--- src/rtl/timestamp_unit_pkg.sv ---
// Shared constants and types for the interrupt time-stamp unit.
// Types are sized for the widest legal configuration; the block narrows
// them to its own parameters.
package timestamp_unit_pkg;

  localparam int TsMaxWidth   = 30;
  localparam int VecMax       = 32;
  localparam int MonoMaxWidth = 32;

  typedef logic [TsMaxWidth-1:0]   TimeStampT;
  typedef logic [MonoMaxWidth-1:0] MonoTimerT;
  typedef logic [VecMax-1:0]       VecT;
  typedef logic [11:0]             CsrAddrT;

  localparam CsrAddrT TimeStampCsrBase = 12'hb40;

  // CSR read-word field positions
  localparam int CsrValidBit = 31;
  localparam int CsrOvrBit   = 30;

endpackage

--- src/rtl/timestamp_prescaler.sv ---
// Prescale counter: counts 0..PreScale and asserts tick in the cycle the
// count equals PreScale, then wraps to 0. PreScale=0 ticks every cycle.
// Ports: clk, rst_n (async, active-low), tick (combinational from count).
module timestamp_prescaler #(
  parameter int unsigned PreScale = 0
) (
  input  logic clk,
  input  logic rst_n,
  output logic tick
);

  localparam int W = (PreScale > 0) ? $clog2(PreScale + 1) : 1;

  logic [W-1:0] cnt;

  assign tick = (cnt == W'(PreScale));

  always_ff @(posedge clk or negedge rst_n) begin
    if (!rst_n)    cnt <= '0;
    else if (tick) cnt <= '0;
    else           cnt <= cnt + 1'b1;
  end

endmodule

--- src/rtl/timestamp_unit.sv ---
// Interrupt time-stamp unit: free-running monotonic timer, prescaled stamp
// counter, and one capture channel per vector latching the stamp on the
// rising edge of its pend line. Captures are read as CSRs at
// CsrBase..CsrBase+VecSize-1 (bit31 valid, bit30 overrun, low bits stamp);
// any write to a channel clears valid/overrun and keeps the stamp.
// Optional macro TIMESTAMP_OVERRUN_EN: a capture on an already-valid channel
// keeps the old stamp and sets overrun instead of overwriting.
// Ports: clk, rst_n (async, active-low), pend_i, csr_addr_i, csr_we_i,
//        csr_hit_o, csr_rdata_o, mono_timer_o, stamp_o.
module timestamp_unit
  import timestamp_unit_pkg::*;
#(
  parameter int      VecSize            = 8,
  parameter int      TimeStampWidth     = 8,
  parameter int      TimeStampPreScaler = 0,
  parameter int      MonoTimerWidth     = 32,
  parameter CsrAddrT CsrBase            = TimeStampCsrBase
) (
  input  logic                      clk,
  input  logic                      rst_n,
  input  logic [VecSize-1:0]        pend_i,
  input  logic [11:0]               csr_addr_i,
  input  logic                      csr_we_i,
  output logic                      csr_hit_o,
  output logic [31:0]               csr_rdata_o,
  output logic [MonoTimerWidth-1:0] mono_timer_o,
  output logic [TimeStampWidth-1:0] stamp_o
);

  if (TimeStampWidth < 1 || TimeStampWidth > TsMaxWidth) begin : g_bad_tsw
    $error("timestamp_unit: TimeStampWidth out of range");
  end
  if (VecSize < 1 || VecSize > VecMax) begin : g_bad_vec
    $error("timestamp_unit: VecSize out of range");
  end
  if (MonoTimerWidth < 1 || MonoTimerWidth > MonoMaxWidth) begin : g_bad_mono
    $error("timestamp_unit: MonoTimerWidth out of range");
  end

  logic                                   tick;
  logic [MonoTimerWidth-1:0]              mono_q;
  logic [TimeStampWidth-1:0]              stamp_q;
  logic [VecSize-1:0]                     pend_q, valid_q, cap_ev, clr, keep, ovr;
  logic [VecSize-1:0][TimeStampWidth-1:0] cap_q;
  CsrAddrT                                off;

  timestamp_prescaler #(.PreScale(TimeStampPreScaler)) u_presc (
    .clk  (clk),
    .rst_n(rst_n),
    .tick (tick)
  );

  always_ff @(posedge clk or negedge rst_n) begin
    if (!rst_n) begin
      mono_q  <= '0;
      stamp_q <= '0;
      pend_q  <= '0;
    end else begin
      mono_q  <= mono_q + 1'b1;
      if (tick) stamp_q <= stamp_q + 1'b1;
      pend_q  <= pend_i;
    end
  end

  assign mono_timer_o = mono_q;
  assign stamp_o      = stamp_q;
  assign cap_ev       = pend_i & ~pend_q;

  // Offset only meaningful once the lower bound holds, so no underflow case.
  assign off       = csr_addr_i - CsrBase;
  assign csr_hit_o = (csr_addr_i >= CsrBase) && ({1'b0, off} < 13'(VecSize));

  always_comb begin
    clr = '0;
    for (int v = 0; v < VecSize; v++)
      clr[v] = csr_we_i && csr_hit_o && (off == CsrAddrT'(v));
  end

`ifdef TIMESTAMP_OVERRUN_EN
  // A same-cycle clear lets the new capture through as a fresh one.
  logic [VecSize-1:0] ovr_q;
  assign keep = valid_q & ~clr;
  assign ovr  = ovr_q;

  always_ff @(posedge clk or negedge rst_n) begin
    if (!rst_n) ovr_q <= '0;
    else begin
      for (int v = 0; v < VecSize; v++) begin
        if (cap_ev[v] && keep[v])     ovr_q[v] <= 1'b1;
        else if (cap_ev[v] || clr[v]) ovr_q[v] <= 1'b0;
      end
    end
  end
`else
  assign keep = '0;
  assign ovr  = '0;
`endif

  always_ff @(posedge clk or negedge rst_n) begin
    if (!rst_n) begin
      valid_q <= '0;
      cap_q   <= '0;
    end else begin
      for (int v = 0; v < VecSize; v++) begin
        if (cap_ev[v]) begin
          if (!keep[v]) begin
            cap_q[v]   <= stamp_q;
            valid_q[v] <= 1'b1;
          end
        end else if (clr[v]) begin
          valid_q[v] <= 1'b0;
        end
      end
    end
  end

  always_comb begin
    csr_rdata_o = '0;
    for (int v = 0; v < VecSize; v++) begin
      if (csr_hit_o && off == CsrAddrT'(v)) begin
        csr_rdata_o[CsrValidBit]    = valid_q[v];
        csr_rdata_o[CsrOvrBit]      = ovr[v];
        csr_rdata_o[TsMaxWidth-1:0] = TimeStampT'(cap_q[v]);
      end
    end
  end

endmodule

--- config.mk ---
export PLATFORM = sky130hd
export DESIGN_NAME = timestamp_unit
export DESIGN_NICKNAME = d
export VERILOG_FILES = /design/src/rtl/timestamp_unit_pkg.sv /design/src/rtl/timestamp_prescaler.sv /design/src/rtl/timestamp_unit.sv
export SDC_FILE = /design/constraint.sdc
export NUM_CORES = 1
export LEC_CHECK = 0
export CORE_ASPECT_RATIO = 0.8
export CORE_UTILIZATION = 57
export DETAILED_ROUTE_END_ITERATION = 8
export PLACE_DENSITY = 0.87
export SYNTH_ARGS = -nofsm -noshare
export SYNTH_HDL_FRONTEND = slang
export SYNTH_HIERARCHICAL = 1
export SYNTH_SLANG_ARGS = --single-unit
--- constraint.sdc ---
create_clock -name clk -period 3.82 [get_ports clk]
set_input_delay 0.764 -clock clk [delete_from_list [all_inputs] [get_ports clk]]
set_output_delay 0.764 -clock clk [all_outputs]
set_load 0.005 [all_outputs]
==> results.cfg <==
[outcome]
status = finished clean

[die]
start_util = 0.5880
coreArea_mm2 = 0.009649
rows = 32
dieHeight_um = 91.24
die_area_mm2 = 0.01036
design.portCount = 96
dieWidth_um = 113.6

[yosys]
syn-cell-area_mm2 = 0.005674
synth_area_per_cell_um2 = 11.92
yosysWarnings = 6
synth_top_area_frac = 0.5292
ys_top_cells_by_count = dfrtp_1, mux2_2, nand2_1
synth_flop_cell = dfrtp_1
synth-edff-count = 0
yosysUniqueCellTypes = 49
yosysMostFrequentCell = dfrtp_1
async_reset_ff_frac = 1.000
synthTopCellsByArea = dfrtp_1, mux2_2, xnor2_1, buf_4, nand2_1
synth.ff_latch_count = 120
synthCells = 476
yosysTopAreaCell = dfrtp_1
synth.yosys.seq_area_share = 0.5292

[setup_path]
arrival_ns = 3.00
worstSetupPathType = primary input to output port
worst-path-buf-inv = 3
crit_slowest_cell = clkdlybuf4s50_1
critPathMaxStageDelay_ns = 0.54
path_depth = 8
path_common_cell = clkdlybuf4s50_1
path_delay_family = buffers and inverters
crit_chain = clkdlybuf4s50_1 > buf_4 > nand2b_1 > a211oi_1 > a221oi_2 > o2bb2ai_1 > a22o_1 > clkdlybuf4s50_1
startpoint_type = primary input
cp-end-kind = output port
cp.required_ns = 3.06
path_max_fanout = 13
rr_worst_depth = 5

[detailed_routing]
wl_um = 13100
vias_per_cell = 5.742
drc = 0
antenna_left = 0
post_drt_wl_per_cell_um = 18.80
drtPass1Iterations = 5
first_iter_violations = 243
vias = 4002

[place]
numPlacedInstances = 669
dp_worst_setup_slack_ns = 0.06576
place.port_buffers = 72
dpl.hpwl_um = 8629
globalplace.congestion = 0.8856
placed_area_mm2 = 0.006477

[grt]
grt_antenna_before_repair = 0
use_met2 = 0.4263
track_usage = 0.2724
top_usage_layer = met2
grt_pass1_vias = 4163
grt_overflow_total = 0
grt_pass1_wl_um = 21090
use_met1 = 0.3503
grt_max_degree = 65
use_met3 = 0.07610

[layout]
insertedDiodeCount = 0
final_area_mm2 = 0.007027
syn_to_final_growth_pct = 23.84
utilization = 0.7282
drive_gt1_frac = 0.2424
stdcell_count = 697
nets = 577

[timing]
clock_skew_ns = 0.006673
slew-limit-headroom = 0.4614
final-setup-viol-count = 0
max_freq_ghz = 0.2660
finalHoldViolCount = 0
tightest_slew_ns = 0.8079
postLayoutSetupSlackWorst_ns = 0.06026
slew_viol_final = 0
period_minus_slack_ns = 3.760
rsz0062_at_grt = true
fin_crit_sh = 0.9842

[clock_tree]
clock-root-buffer = clkbuf_16
clk_pin_slew_ns = 0.05
htree_levels = 4
holdBufCountCts = 0
cts_tree = built
clk_latency_ns = 0.41
cts_setup_buffers = 0
cts_buffer_depth = 2
cts_resized = 0
cts_buffers = 17
cts_sinks = 120

[power]
p_per_area_mw_per_mm2 = 559.9
cellLeakagePower_nw = 3.113
vdd_drop_max_mv = 0.4072
p_total_mw = 3.934

[job]
cap_violations = 0

[worst_hold_path]
min_path_type = primary input to async pin
==> state kept, by name, summed over array words and instances, names as in the netlist <==
name	flops
mono_timer_o	32
cap_q	64
pend_q	8
valid_q	8
stamp_o	8
==> per-stage QoR <==
step,hold slack (ns),setup TNS (ns)
finish,0.4404,0
CTS,0.4690,0
global placement,0.4551,0
floorplan,0.4587,0
detailed placement,0.4601,0
global route,0.4725,-0.01811
==> final timing paths <==
path                       slack, ns                    endpoint                        from
min in group clk                0.47  mono_timer_o[31]$_DFF_PN0_  mono_timer_o[31]$_DFF_PN0_
max reg2reg                     2.06  mono_timer_o[26]$_DFF_PN0_   mono_timer_o[7]$_DFF_PN0_
min                             0.44         pend_q[1]$_DFF_PN0_                       rst_n
min reg2reg                     0.47  mono_timer_o[31]$_DFF_PN0_  mono_timer_o[31]$_DFF_PN0_
max                             0.06              csr_rdata_o[1]               csr_addr_i[1]
max in group asynchronous       2.56        cap_q[7]$_DFFE_PN0P_                       rst_n
==> power breakdown <==
group | switching, mW | internal [mW]
combinational | 0.246 | 0.399
sequential | 0.291 | 1.59
clock | 0.519 | 0.894
==> cells by family after synthesis <==
kind of cell	after synthesis	synth area share
simple gates	122	0.1286
flops	120	0.5292
mux	77	0.1510
compound gates	60	0.07012
buf+inv	56	0.05424
xor+xnor	37	0.06108
fa+ha+maj	2	0.004409
other cells	2	0.001324
==> cell type report <==
type                    count  area [um2]
clock buffers              24       501.7
clock inverters             4       20.02
fillers                   635        2623
inverters                   4       15.01
multi-input cells         322        2471
flip-flops and latches    120        3003
well taps                 136       170.2
repair buffers             87       845.8
==> per-layer routing <==
metal  wire, um  share of wire
met4        335          0.026
met1       5422           0.41
met3       1048          0.080
met5          0              0
met2       6294           0.48
==> layout by cell type (no fill, tap or decap), drive strengths merged, types with 5 or more instances in the layout <==
cell and count:
mux2i 8, nand3b 5, nor2 13, dfrtp 120, a21oi 9, clkdlybuf4s50 70
conb 24, clkbuf 24, xor2 13, nor2b 6, a22o 6, nand4 8
xnor2 24, nand2 36, a31oi 7, and2 5, nand2b 16, and4 5
o2bb2ai 5, mux2 69, and3 6, buf 16, nand3 13, o21ai 17
(Power assumes the default switching activity.)
